`src/rtl/vga_text_writer.sv`:
```
// Text-mode writer: turns a character stream into character/colour map writes, tracks the cursor,
// clears each new row on row advance, and clears the whole screen on 0x0C when
// VGA_TEXT_WRITER_CLEAR_SCREEN_EN is defined (otherwise 0x0C is swallowed and CLEAR_SCREEN is not built).
module vga_text_writer #(
  parameter int COLS       = 80,
  parameter int ROWS       = 30,
  parameter int ADDR_WIDTH = 12
) (
  input  logic                  clk_i,
  input  logic                  rst_i,
  input  logic [7:0]            char_data_i,
  input  logic [7:0]            char_attr_i,
  input  logic                  char_valid_i,
  output logic                  char_ready_o,
  output logic [ADDR_WIDTH-1:0] ch_map_addr_o,
  output logic [7:0]            ch_map_data_o,
  output logic                  ch_map_wen_o,
  output logic [ADDR_WIDTH-1:0] col_map_addr_o,
  output logic [7:0]            col_map_data_o,
  output logic                  col_map_wen_o,
  output logic [6:0]            cursor_col_o,
  output logic [4:0]            cursor_row_o,
  output logic                  busy_o
);

  // Handshake: a character is consumed on every rising edge where char_valid_i and
  // char_ready_o are both high; char_ready_o depends only on state and rst_i, never on valid.

  localparam logic [7:0] SPACE = 8'h20;

`ifdef VGA_TEXT_WRITER_CLEAR_SCREEN_EN
  localparam int CELLS = COLS * ROWS;
  typedef enum logic [1:0] {
    IDLE         = 2'd0,
    CLEAR_LINE   = 2'd1,
    CLEAR_SCREEN = 2'd2
  } state_t;
`else
  typedef enum logic [1:0] {
    IDLE       = 2'd0,
    CLEAR_LINE = 2'd1
  } state_t;
`endif

  state_t                state;
  state_t                state_next;

  logic [6:0]            col;
  logic [4:0]            row;
  logic [ADDR_WIDTH-1:0] row_base;
  logic [ADDR_WIDTH-1:0] clr_cnt;
  logic [7:0]            clr_attr;

  logic                  take;
  logic                  is_print;
  logic                  is_cr;
  logic                  is_lf;
  logic                  is_bs;
  logic                  at_last_col;
  logic                  row_adv;
  logic                  clr_last;
`ifdef VGA_TEXT_WRITER_CLEAR_SCREEN_EN
  logic                  is_ff;
  logic                  ff_go;
`endif

  logic                  wr_en_d;
  logic [ADDR_WIDTH-1:0] wr_addr_d;
  logic [7:0]            wr_ch_d;
  logic [7:0]            wr_col_d;
  logic                  wr_en_q;
  logic [ADDR_WIDTH-1:0] wr_addr_q;
  logic [7:0]            wr_ch_q;
  logic [7:0]            wr_col_q;

  assign char_ready_o = (state == IDLE) && !rst_i;
  assign busy_o       = (state != IDLE);
  assign take         = char_valid_i && (state == IDLE) && !rst_i;

  assign is_print    = (char_data_i >= 8'h20);
  assign is_cr       = (char_data_i == 8'h0D);
  assign is_lf       = (char_data_i == 8'h0A);
  assign is_bs       = (char_data_i == 8'h08);
  assign at_last_col = (col == 7'(COLS - 1));
  assign row_adv     = take && ((is_print && at_last_col) || is_lf);
`ifdef VGA_TEXT_WRITER_CLEAR_SCREEN_EN
  assign is_ff = (char_data_i == 8'h0C);
  assign ff_go = take && is_ff;
`endif

  // Both map ports share one set of registers so they can never disagree.
  assign ch_map_addr_o  = wr_addr_q;
  assign col_map_addr_o = wr_addr_q;
  assign ch_map_wen_o   = wr_en_q;
  assign col_map_wen_o  = wr_en_q;
  assign ch_map_data_o  = wr_ch_q;
  assign col_map_data_o = wr_col_q;
  assign cursor_col_o   = col;
  assign cursor_row_o   = row;

  always_comb begin
    clr_last = 1'b0;
    case (state)
      CLEAR_LINE:   clr_last = (clr_cnt == ADDR_WIDTH'(COLS - 1));
`ifdef VGA_TEXT_WRITER_CLEAR_SCREEN_EN
      CLEAR_SCREEN: clr_last = (clr_cnt == ADDR_WIDTH'(CELLS - 1));
`endif
      default:      clr_last = 1'b0;
    endcase
  end

  // State register
  always_ff @(posedge clk_i) begin
    if (rst_i) begin
      state <= IDLE;
    end else begin
      state <= state_next;
    end
  end

  // Next-state logic
  always_comb begin
    state_next = state;
    case (state)
      IDLE: begin
`ifdef VGA_TEXT_WRITER_CLEAR_SCREEN_EN
        if (ff_go) begin
          state_next = CLEAR_SCREEN;
        end else if (row_adv) begin
          state_next = CLEAR_LINE;
        end
`else
        if (row_adv) begin
          state_next = CLEAR_LINE;
        end
`endif
      end
      CLEAR_LINE: begin
        if (clr_last) begin
          state_next = IDLE;
        end
      end
`ifdef VGA_TEXT_WRITER_CLEAR_SCREEN_EN
      CLEAR_SCREEN: begin
        if (clr_last) begin
          state_next = IDLE;
        end
      end
`endif
      default: state_next = IDLE;
    endcase
  end

  // Output logic: the write request for the next cycle
  always_comb begin
    wr_en_d   = 1'b0;
    wr_addr_d = row_base + ADDR_WIDTH'(col);
    wr_ch_d   = char_data_i;
    wr_col_d  = char_attr_i;
    case (state)
      IDLE: begin
        wr_en_d = take && is_print;
      end
      CLEAR_LINE: begin
        wr_en_d   = 1'b1;
        wr_addr_d = row_base + clr_cnt;
        wr_ch_d   = SPACE;
        wr_col_d  = clr_attr;
      end
`ifdef VGA_TEXT_WRITER_CLEAR_SCREEN_EN
      CLEAR_SCREEN: begin
        wr_en_d   = 1'b1;
        wr_addr_d = clr_cnt;
        wr_ch_d   = SPACE;
        wr_col_d  = clr_attr;
      end
`endif
      default: wr_en_d = 1'b0;
    endcase
  end

  // Datapath: registered write port, cursor, row base and clear counter
  always_ff @(posedge clk_i) begin
    if (rst_i) begin
      wr_en_q   <= 1'b0;
      wr_addr_q <= '0;
      wr_ch_q   <= '0;
      wr_col_q  <= '0;
      col       <= '0;
      row       <= '0;
      row_base  <= '0;
      clr_cnt   <= '0;
      clr_attr  <= '0;
    end else begin
      wr_en_q   <= wr_en_d;
      wr_addr_q <= wr_addr_d;
      wr_ch_q   <= wr_ch_d;
      wr_col_q  <= wr_col_d;

      if (take) begin
        clr_cnt  <= '0;
        clr_attr <= char_attr_i;
      end else if (state != IDLE) begin
        clr_cnt <= clr_cnt + ADDR_WIDTH'(1);
      end

      if (take) begin
        if (is_print) begin
          col <= at_last_col ? 7'd0 : col + 7'd1;
        end else if (is_cr || is_lf) begin
          col <= '0;
        end else if (is_bs) begin
          if (col != 7'd0) begin
            col <= col - 7'd1;
          end
`ifdef VGA_TEXT_WRITER_CLEAR_SCREEN_EN
        end else if (is_ff) begin
          col      <= '0;
          row      <= '0;
          row_base <= '0;
`endif
        end
      end

      // row_base tracks row*COLS incrementally; wrapping to row 0 resets it.
      if (row_adv) begin
        if (row == 5'(ROWS - 1)) begin
          row      <= '0;
          row_base <= '0;
        end else begin
          row      <= row + 5'd1;
          row_base <= row_base + ADDR_WIDTH'(COLS);
        end
      end
    end
  end

endmodule

```
`config.mk`:
```
export PLATFORM = sky130hd
export DESIGN_NAME = vga_text_writer
export DESIGN_NICKNAME = d
export VERILOG_FILES = /design/src/rtl/vga_text_writer.sv
export SDC_FILE = /design/constraint.sdc
export NUM_CORES = 1
export LEC_CHECK = 0
export CORE_MARGIN = 2
export CORE_UTILIZATION = 52
export DETAILED_ROUTE_END_ITERATION = 10
export PLACE_DENSITY = 0.9
export SLEW_MARGIN = 0
export SYNTH_ARGS = -nofsm -noshare
export SYNTH_HDL_FRONTEND = slang
export SYNTH_SLANG_ARGS = --single-unit
```
`constraint.sdc`:
```
create_clock -name clk_i -period 2.9 [get_ports clk_i]
set_input_delay 0.58 -clock clk_i [delete_from_list [all_inputs] [get_ports clk_i]]
set_output_delay 0.58 -clock clk_i [all_outputs]
set_load 0.005 [all_outputs]
```
* After elaboration in Yosys (flattened, before gate mapping)
Cells that the tools add are included.
** Cells by class
- Add/sub/neg operators :: 7
- Magnitude comparators :: 1
- Equal/unequal tests :: 9
- Mux-type cells :: 15
- Reductions and logical operators :: 18
** Operators with widths (number)
- $mux W7 :: 5
- $eq A8 B4 Y1 const B :: 3
- $mux W12 :: 2
- $add A12 B1 Y12 const B :: 1
- $add A12 B12 Y12 :: 1
- $add A12 B7 Y12 :: 1
- $add A12 B7 Y12 const B :: 1
- $eq A12 B7 Y1 const B :: 1
- $ge A8 B6 Y1 const B :: 1
- $mux W8 :: 1
- $add A7 B1 Y7 const B :: 1
- $eq A7 B7 Y1 const B :: 1
- $reduce_bool A7 Y1 :: 1
- $sub A7 B1 Y7 const B :: 1
- $logic_and A1 B1 Y1 :: 6
- $mux W6 :: 1
- $reduce_bool A3 Y1 :: 2
- $add A5 B1 Y5 const B :: 1
- $eq A5 B5 Y1 const B :: 1
- $mux W5 :: 1
- $mux W2 :: 2
- $ne A2 B2 Y1 const B :: 2
- $pmux W2 S2 :: 1
- $reduce_or A2 Y1 :: 2
- other kinds (9) :: 10
** Storage, ports and cells
- Register bits :: 75
- Bits of input ports :: 19
- Output and inout bits :: 56
- Word-level logic and storage cells :: 61

* Logic depth before layout (Yosys ltp)
Gate-level depths: netlist (run 1).
- Depth after elaboration :: 6
- Mapped depth :: 10
- Mapped depth without buffers :: 8

* Worst setup path before layout (run 1)
No wires, ideal clock.
- Path kind :: flip-flop to flip-flop
- Start point :: register state[0]
- End point :: register wr_addr_q[11], in the netlist ch_map_addr_o[11]
- Library setup time :: 120 ps
- Arrival :: 2346 ps
- Required time :: 2780 ps
- Setup slack :: 434 ps
- Cell stages (with the launch flop) :: 10
- Path buffers :: 2
- Period minus slack after synthesis :: 2466 ps
- Path through :: dfxtp_1 > buf_2 > buf_1 > mux2_2 > ha_1 > a21oi_1 > o211ai_1 > a211oi_1 > o21ai_0 > nor3b_1
** On the way
- Word-level cells in the longest chain between the ends :: 2
** Ends and longest elaborated chain
- start: declaration :: RTL line 45 : state_t state;
- start signal: assignment :: RTL line 117 : state <= state_next;
- $eq A2 B1 Y1 :: RTL line 160 : case (state)
- $mux W12 :: RTL line 160
- end signal: assignment :: RTL line 196 : wr_addr_q <= wr_addr_d;
- end: declaration :: RTL line 72 : logic [ADDR_WIDTH-1:0] wr_addr_q;
No other way between the ends.
A chain may end at the register's enable or synchronous reset.

* Worst setup path in the final report (run 1)
- Start point :: register state[0]
- End point :: output char_ready_o
** On the way
- Word-level cells in the longest chain between the ends :: 2
** Ends and longest elaborated chain
- $logic_not A2 Y1 :: RTL line 76 : assign char_ready_o = (state == IDLE) && !rst_i;
- $logic_and A1 B1 Y1 :: RTL line 76
- end: declaration :: RTL line 14 : output logic char_ready_o,
No other way between the ends.

==> metrics.md, run 1 <==
| Metric | Value |
|---|---|
| Synth Area in Simple Gates | 24.76% |
| Placed cell count | 566 |
| CTS Hold Bufs | 0 |
| Cell Area, Synth | 0.003659 mm2 |
| Cell area power density | 447.2 mW/mm2 |
| Place WS | 160.0 ps |
| Leakage | approximately 1.6 nW |
| Drt wl/cell | approximately 14 um |
| MaxCap Viol Count | 0 |
| Fill cells | 535 |
| Hold Slack | 460.8 ps |
| Core ar. | 0.006794 mm2 |
| Initial Util | 53.85% |
| Post-route DRC | 0 |
| Slowest stage cell, crit path | clkdlybuf4s50_1 |
| EDFF count, synth | 0 |
| Reg area | 0.001401 mm2 |
| Setup-failing EPs final | 0 |
| Clock sink count | 70 |
| Required @ worst endpoint | roughly 2300 ps |
| Antenna-violating nets left | 0 |
| Die area | 0.007723 mm2 |
| H-tree depth | 3 |
| WL final | 8.238 mm |
| Non-Filler Instances | about 580 |
| Worst setup SP type | flip-flop |
| Distinct cells, synth | 62 |
| Post-cts sizing count | 0 |
| Worst Hold Class | flip-flop to flip-flop |
| Setup crit end kind | output pin |
| Top Ports | 75 |
| Ys Warns | 0 |
| Largest fanout on the critical path | 27 |
| Vias in the first global route | 3,041 |
| Nets@finish | 514 |
| First-pass GRT wire length | 13.63 mm |
| Final hold viol count | 0 |
| Tightest Pin Transition | 882.6 ps |
| Status | complete, no violations |
| Post-synthesis sequential area ratio | 38.30% |
| Unrepaired setup endpoints after global routing | no |
| Final period util | 90.17% |
| Compound-Gate Fraction of Synth Area | 15.83% |
| Setup WS post-layout | 285.0 ps |
| Initial antenna violation count | 0 |
| Multiplexer area fraction after synthesis | 4.480% |
| Die Wd | 87.88 um |
| Setup TNS Final | 0 ps |
| Post-CTS Setup Bufs | 0 |
| Critical Path Max Stage Delay | approximately 570 ps |
| Syn avg cell area | 8.588 um2 |
| Worst-path clk slew | about 80 ps |
| Synth Area in XOR/XNOR | a little over 4% |
| Port-buffer cells | 74 |
| Pin count of the biggest net entering global routing | 46 |
| Area grow syn2layout | 23.19% |
| Crit-path cells | buf_4, nor2_1, clkdlybuf4s50_1 |
| Minimum clock period | 2615 ps |
| DP HPWL | 5.781 mm |
| Clock Tree Buf Depth | 2 |
| Met2 Resource Use GR | between 30% and 40% |
| Max-slew violations | 0 |
| Highest clock rate | 382.4 MHz |
| Syn_nets | 459 |
| Max VDD drop | 0.0002068 V |
| Final GP Congestion | 0.8666 |
| Synth Area in Adders | between 4 and 5% |
| CTS tree | built |
| Layout cells sized above 1 | slightly below 9% |
| Number of synthesized register bits | 70 |
| Initial DRT Pass Iterations | 7 |
| Die Ht | 87.88 um |
| Main synth FF type | dfxtp_1 |
| Busiest grt layer | met2 |
| CTS Root Cell | clkbuf_8 |
| Vias | about 3,200 |
| GRT Overall Usage | 22.28% |
| GR Util met1 | 26.58% |
| Worst slew margin | 40.94% |
| # rows | 30 |
| Main combinational cell family by area after synthesis | simple AND/OR/NAND/NOR gates |
| Clock buffer count from CTS | 9 |
| Vias per cell | ~5.5 |
| Crit Path Category | flip-flop to output pin |
| Worst Path Arrival | 2030 ps |
| Post-synth ARST share | 0% |
| Met3 GRT Util | 5.372% |
| Final Util | between 60% and 70% |
| Initial DRC count | 300 |
| Clk_lat worst skew | 360 ps |
| ANT cells | 0 |
| Max Clock Skew | 7.671 ps |
| Syn Inst Count | 426 |
| Area of the multi-input gates | 0.001977 mm2 |
| Gr ovfl total | 0 |
-- cells in the mapped netlist, types with 4 or more instances --
cell / n / area [um2]
o21a_1: 4 / 30.03
or4b_1: 4 / 40.04
nand3_1: 12 / 60.06
or3_1: 6 / 37.54
inv_1: 8 / 30.03
nor3_1: 11 / 55.05
o211ai_1: 4 / 30.03
dfxtp_1: 70 / 1401
buf_4: 15 / 112.6
nand2b_1: 5 / 31.28
nor2_1: 48 / 180.2
a21oi_1: 32 / 160.2
mux2i_1: 13 / 130.1
buf_2: 5 / 25.02
and2_1: 11 / 68.82
nand4_1: 5 / 31.28
clkbuf_1: 9 / 33.78
xor2_1: 11 / 96.34
nand2_1: 39 / 146.4
nor2b_1: 4 / 25.02
a211oi_1: 6 / 45.04
or4_1: 4 / 30.03
xnor2_1: 6 / 52.55
nor3b_1: 4 / 30.03
o21ai_0: 23 / 115.1
ha_1: 14 / 175.2
-- layout make-up --
cell class	instances	share of cell area, %
inverters	8	0.6663
well taps	96	2.665
clock inverters	7	1.638
repair buffers	80	17.32
multi-input cells	312	43.86
clock buffers	9	2.748
flip-flops and latches	70	31.09
-- metal layers --
| metal | routed length (um) | part of all wire (%) |
|---|---|---|
| met1 | 3652 | 44 |
| met2 | 3900 | 47 |
| met3 | 509 | 6.2 |
| met4 | 175 | 2.1 |
| met5 | 0 | 0 |
-- final timing paths --
path,start,endpoint,slack (ps),cells past startpoint
worst min register to register,clr_attr[4],clr_attr[4],460,2
worst min-delay path,clr_attr[4],clr_attr[4],460,2
worst max-delay path,state[0],char_ready_o,290,3
worst max register to register,state[0],ch_map_addr_o[11],450,7
-- metrics by stage --
stage	cell area, um2	total power, mW
floorplan	3659	1.147
global placement	4309	1.237
detailed placement	4309	1.244
CTS	4507	2.028
global route	4507	2.086
finish	4507	2.016
-- state kept, by name (all words and copies together) (netlist names) --
name	cells
ch_map_addr_o	12
ch_map_data_o	8
ch_map_wen_o	1
clr_attr	8
clr_cnt	12
col_map_data_o	8
cursor_col_o	7
cursor_row_o	5
row_base	8
state	1
-- power by group --
| group | total [mW] | switching, mW | internal (mW) |
|---|---|---|---|
| registers | 1.01 | 0.0256 | 0.989 |
| clock network | 0.793 | 0.394 | 0.399 |
| logic | 0.208 | 0.0923 | 0.115 |
-- worst max-delay path, delay by kind of cell (launching register included) --
kind | cells | cell delay [ps]
flops | 1 | 440
buf+inv | 2 | 880
simple gates | 1 | 350
-- cells in the final DEF (no fill, tap or decap), types with 8 or more instances in the layout --
| cell type | netlist | routed |
|---|---|---|
| clkdlybuf4s50_1 | 0 | 73 |
| inv_1 | 8 | 8 |
| mux2i_1 | 13 | 13 |
| o21ai_0 | 23 | 23 |
| clkbuf_8 | 3 | 9 |
| and2_1 | 11 | 11 |
| a21oi_1 | 32 | 32 |
| xor2_1 | 11 | 11 |
| ha_1 | 14 | 14 |
| dfxtp_1 | 70 | 70 |
| nand2_1 | 39 | 39 |
| nor3_1 | 11 | 11 |
| nor2_1 | 48 | 48 |
| nand3_1 | 12 | 12 |
-- cells by family after synthesis --
logic type	count (synthesis)
and+or+nand+nor	174
DFF	70
AOI/OAI and AO/OA	90
xor gates and xnor gates	17
muxes	16
buffers and inverters	44
other	1
adders and majority gates	14
(Power assumes the default switching activity.)
==> inputs of run 2 (changes only) <==
--- a/config.mk
+++ b/config.mk
@@ -5,7 +5,6 @@
 export SDC_FILE = /design/constraint.sdc
 export NUM_CORES = 1
 export LEC_CHECK = 0
-export CORE_MARGIN = 2
 export CORE_UTILIZATION = 52
 export DETAILED_ROUTE_END_ITERATION = 10
 export PLACE_DENSITY = 0.9
==> metrics.md, run 2 (synthesized netlist as in run 1, its figures left out) <==
| Metric | Value |
|---|---|
| Initial DRT Pass Iterations | 5 (-2) |
| Hold_sp | clr_attr[0] |
| Crit Path Category | flip-flop to output pin |
| Placed cell count | 566 (unchanged) |
| Switch share | 24.50% (-0.88 points) |
| MaxCap Viol Count | 0 (unchanged) |
| Clock sink count | 70 (unchanged) |
| Required @ worst endpoint | 2320 ps (about the same) |
| Clock group share of total power | 42.1% (+2.8 points) |
| Clk_lat worst skew | 350 ps (about the same) |
| Unrepaired setup endpoints after global routing | no |
| Post-CTS Setup Bufs | 0 (unchanged) |
| Final period util | 90.63% (+0.46 points) |
| Design internal power | 1.599 mW (+6.3%) |
| First-pass GRT wire length | 14.15 mm (+3.8%) |
| Leakage | 1.630 nW (+0.69%) |
| Worst path bufs/invs | 2 (unchanged) |
| Crit-path cells | buf_4, nor2_1, clkdlybuf4s50_1 |
| Initial DRC count | 226 (-25%) |
| Top delay family on crit path | buffers and inverters |
| Setup-failing EPs final | 0 (unchanged) |
| Max VDD drop | 0.0003468 V (+68%) |
| Port-buffer cells | 74 (unchanged) |
| Fill cells | 529 (-1.1%) |
| Non-Filler Instances | 582 (unchanged) |
| P_sw | 518.8 uW (+1.4%) |
| Post-route DRC | 0 (unchanged) |
| Die Wd | 85.88 um (-2.3%) |
| Worst Hold Class | flip-flop to flip-flop |
| Die Ht | 85.88 um (-2.3%) |
| Post-cts sizing count | 0 (unchanged) |
| Drt wl/cell | 14.23 um (+0.53%) |
| Most common cell after layout, fill and taps aside | clkdlybuf4s50_1 |
| Area of the multi-input gates | 0.001977 mm2 (unchanged) |
| Initial Util | 53.85% (unchanged) |
| # rows | 30 (unchanged) |
| Area grow syn2layout | 23.97% |
| Max-slew violations | 0 (unchanged) |
| Antenna-violating nets left | 0 (unchanged) |
| Minimum clock period | 2628 ps (+13.27 ps) |
| Clock Tree Buf Depth | 2 (unchanged) |
| Die area | 0.007375 mm2 (-4.5%) |
| Layout cells sized above 1 | 8.642% (unchanged) |
| Gr ovfl total | 0 (unchanged) |
| Slowest stage cell, crit path | clkdlybuf4s50_1 |
| Setup crit start | state[0] |
| GRT Overall Usage | 24.00% (+1.7 points) |
| ANT cells | 0 (unchanged) |
| Sequential Power Share | 47.9% (-2.4 points) |
| H-tree depth | 3 (unchanged) |
| Setup crit end kind | output pin |
| Clock buffer count from CTS | 9 (unchanged) |
| Worst-path clk slew | 80 ps (about the same) |
| CTS Root Cell | clkbuf_8 |
| Largest fanout on the critical path | 27 (unchanged) |
| WL final | 8.282 mm (+0.53%) |
| Pin count of the biggest net entering global routing | 40 (-13%) |
| DP HPWL | 5.677 mm (-1.8%) |
| Nets@finish | 514 (unchanged) |
| Setup TNS Final | 0 ps (unchanged) |
| Core ar. | 0.006794 mm2 (unchanged) |
| Final GP Congestion | 0.9247 (+6.7%) |
| Reg area | 0.001401 mm2 (unchanged) |
| Status | complete, no violations |
| Comb pwr share | 10.0% (-0.3 points) |
| Worst Path Arrival | 2050 ps (+20 ps) |
| Final hold viol count | 0 (unchanged) |
| Place WS | 114.5 ps (-45.50 ps) |
| Tightest Pin Transition | 889.9 ps (+7.272 ps) |
| Vias per cell | 5.595 (+1.0%) |
| Setup WS post-layout | 271.7 ps (-13.27 ps) |
| Vias in the first global route | 3,166 (+4.1%) |
| Top Ports | 75 (unchanged) |
| Cell area power density | 466.9 mW/mm2 (+4.4%) |
| Worst setup SP type | flip-flop |
| Max Clock Skew | 8.474 ps (+0.8033 ps) |
| Vias | 3,256 (+1.0%) |
| Worst slew margin | 40.46% (-0.49 points) |
| Highest clock rate | 380.5 MHz (-0.51%) |
| CTS tree | built |
| Initial antenna violation count | 0 (unchanged) |
| CTS Hold Bufs | 0 (unchanged) |
| FF-to-FF Start | state[0] |
| Critical Path Max Stage Delay | 580 ps (about the same) |
| Most frequent cells in the layout | clkdlybuf4s50_1, dfxtp_1, nor2_1 |
run 2: changes by cell type in the layout (fill, tap and decap cells not counted), sizes merged:
| cell | delta |
|---|---|
| bufinv | +1 |
| clkinv | -3 |
| inv | +2 |
run 2: path summary, 6_finish.rpt:
check	slack [ps]	to	cells after the start
setup / recovery	270	char_ready_o	3
hold / removal	460	clr_attr[0]	2
setup reg to reg	470	ch_map_addr_o[11]	7
hold reg to reg	460	clr_attr[0]	2
run 2: metrics by stage:
stage	hold WS (ps)	utilization, %	power [mW]	cell area (um2)
after global placement	441.3	63.43	1.237	4309
after floorplan	436.0	-	1.147	3659
after CTS	459.8	66.76	2.131	4536
final	461.1	66.76	2.118	4536
after detailed placement	449.6	63.43	1.244	4309
after global routing	482.5	66.76	2.204	4536
run 2: tightest hold or removal path, stage by stage (launching register included):
cell and delay, ps:
dfxtp_1 320, nand2_1 50, a21oi_1 50
run 2: routing by layer:
layer,track usage (%),wire (um),up-vias
met4,8.939,161,0
li1,-,-,1593
met1,28.61,3580,1489
met3,6.641,584,20
met2,41.13,3955,154
met5,0,0,-
run 2: cell type report:
type	instances	share of cell area, %
clock buffers	9	2.731
clock inverters	7	2.262
inverters	8	0.6621
multi-input cells	312	43.59
flip-flops and latches	70	30.90
well taps	96	2.648
repair buffers	80	17.21
run 2: power by group through the flow:
stage | registers [mW] | logic (mW) | clock network [mW]
after floorplan | 1.03 | 0.117 | 0
after global placement | 1.04 | 0.201 | 0
after detailed placement | 1.04 | 0.206 | 0
after CTS | 1.01 | 0.208 | 0.908
after global routing | 1.02 | 0.230 | 0.955
final | 1.02 | 0.211 | 0.891
==> inputs of run 3 (changes only) <==
--- a/config.mk
+++ b/config.mk
@@ -5,6 +5,7 @@
 export SDC_FILE = /design/constraint.sdc
 export NUM_CORES = 1
 export LEC_CHECK = 0
+export CORE_ASPECT_RATIO = 1.25
 export CORE_UTILIZATION = 52
 export DETAILED_ROUTE_END_ITERATION = 10
 export PLACE_DENSITY = 0.9
==> metrics.md, run 3 (synthesized netlist as in run 1, its figures left out) <==
| Metric | Value |
|---|---|
| Status | complete, no violations |
| Antenna-violating nets left | 0 (unchanged) |
| Fill cells | 550 (+4.0%) |
| H-tree depth | 3 (unchanged) |
| Vias in the first global route | 2,934 (-7.3%) |
| WL final | 8.205 mm (-0.93%) |
| Final Util | 67.49% (+0.73 points) |
| Layout cells sized above 1 | 8.624% (-0.018 points) |
| Clock Tree Buf Depth | 2 (unchanged) |
| Drt wl/cell | 14.29 um (+0.45%) |
| Most common cell after layout, fill and taps aside | clkdlybuf4s50_1 |
| Vias per cell | 5.601 (+0.12%) |
| First-pass GRT wire length | 13.59 mm (-3.9%) |
| Post-cts sizing count | 0 (unchanged) |
| Worst-path clk slew | 70 ps (about the same) |
| Unrepaired setup endpoints after global routing | no |
| Hold Slack | 458.6 ps (-2.499 ps) |
| Leakage | 1.623 nW (-0.46%) |
| Top delay family on crit path | buffers and inverters |
| GRT Overall Usage | 23.36% (-0.64 points) |
| Nets@finish | 515 (+0.19%) |
| DP HPWL | 5.824 mm (+2.6%) |
| Final period util | 89.42% (-1.2 points) |
| # rows | 33 (+10%) |
| Max-slew violations | 0 (unchanged) |
| Post-CTS Setup Bufs | 0 (unchanged) |
| Vias | 3,215 (-1.3%) |
| Pin count of the biggest net entering global routing | 33 (-18%) |
| Area grow syn2layout | 23.39% |
| Clock sink count | 70 (unchanged) |
| Die area | 0.007377 mm2 (about the same) |
| Worst path bufs/invs | 2 (unchanged) |
| Die Wd | 77.03 um (-10%) |
| CTS Root Cell | clkbuf_8 |
| Core ar. | 0.006689 mm2 (-1.5%) |
| Crit Path Category | flip-flop to output pin |
| Most frequent cells in the layout | clkdlybuf4s50_1, dfxtp_1, nor2_1 |
| Slowest stage cell, crit path | clkdlybuf4s50_1 |
| Worst setup SP type | flip-flop |
| Setup crit end kind | output pin |
| Clock buffer count from CTS | 9 (unchanged) |
| Initial DRT Pass Iterations | 5 (unchanged) |
| Setup-failing EPs final | 0 (unchanged) |
| Port-buffer cells | 74 (unchanged) |
| Worst Path Arrival | 2010 ps (-40 ps) |
| Initial Util | 54.70% (+0.85 points) |
| Post-route DRC | 0 (unchanged) |
| Initial antenna violation count | 0 (unchanged) |
| Required @ worst endpoint | 2320 ps (about the same) |
| Highest clock rate | 385.6 MHz (+1.3%) |
| Gr ovfl total | 0 (unchanged) |
| CTS tree | built |
| Pwr Total | 2.042 mW (-3.6%) |
| Final hold viol count | 0 (unchanged) |
| Critical Path Max Stage Delay | 570 ps (about the same) |
| ANT cells | 0 (unchanged) |
| Tightest Pin Transition | 895.8 ps (+5.949 ps) |
| Reg2reg setup slack | 470 ps (about the same) |
| Cell area power density | 452.4 mW/mm2 (-3.1%) |
| Worst slew margin | 40.06% (-0.40 points) |
| Initial DRC count | 169 (-25%) |
| CTS Hold Bufs | 0 (unchanged) |
| Minimum clock period | 2593 ps (-34.96 ps) |
| Max Clock Skew | 7.062 ps (-1.412 ps) |
| Top Ports | 75 (unchanged) |
| Largest fanout on the critical path | 27 (unchanged) |
| Crit-path cells | buf_4, nor2_1, clkdlybuf4s50_1 |
| Final GP Congestion | 0.8420 (-8.9%) |
| Worst Hold Class | flip-flop to flip-flop |
| Clk_lat worst skew | 350 ps (about the same) |
| Die Ht | 95.78 um (+12%) |
| Setup TNS Final | 0 ps (unchanged) |
| MaxCap Viol Count | 0 (unchanged) |
| Max VDD drop | 0.0003128 V (-9.8%) |
## run 3: layout make-up
class	instances	area, um2	share of cell area, %
clock buffer	12	155.1	3.437
clock inverter	4	53.80	1.192
inverter	8	30.03	0.6652
multi-input combinational	312	1977	43.79
sequential	70	1401	31.04
tap	87	108.9	2.411
timing repair buffer	81	788.3	17.46
## run 3: power breakdown
group	internal (mW)	leakage [nW]	switching, mW
Combinational	0.115	0.952	0.0946
Clock	0.447	0.0992	0.370
Sequential	0.989	0.571	0.0256
## run 3: metrics by stage
step | instances | cell area [um2] | worst slack (ps)
floorplan | 426 | 3659 | 434.1
global route | 574 | 4514 | 213.8
detailed placement | 558 | 4305 | 92.39
finish | 574 | 4514 | 306.7
global placement | 558 | 4305 | 181.4
CTS | 574 | 4514 | 302.3
## run 3: layer usage
metal	GRT usage, %	wire length, um	part of all wire, %
met1	26.51	3355	41
met2	42.56	4213	51
met3	4.645	453	5.5
met4	10.53	182	2.2
met5	0	0	0
## run 3: worst register-to-register path, cell delays in order (launching register included)
cell      delay (ps)
dfxtp_1          580
mux2_2           390
ha_1             330
a21oi_1          260
o211ai_1         190
a211oi_1         290
o21ai_0          130
nor3b_1          140
## run 3: path summary, 6_finish.rpt
| check | start | endpoint | cells past startpoint |
|---|---|---|---|
| max | state[0] | char_ready_o | 3 |
| min reg2reg | clr_attr[5] | clr_attr[5] | 2 |
| min | clr_attr[5] | clr_attr[5] | 2 |
| max reg2reg | state[0] | ch_map_addr_o[11] | 7 |
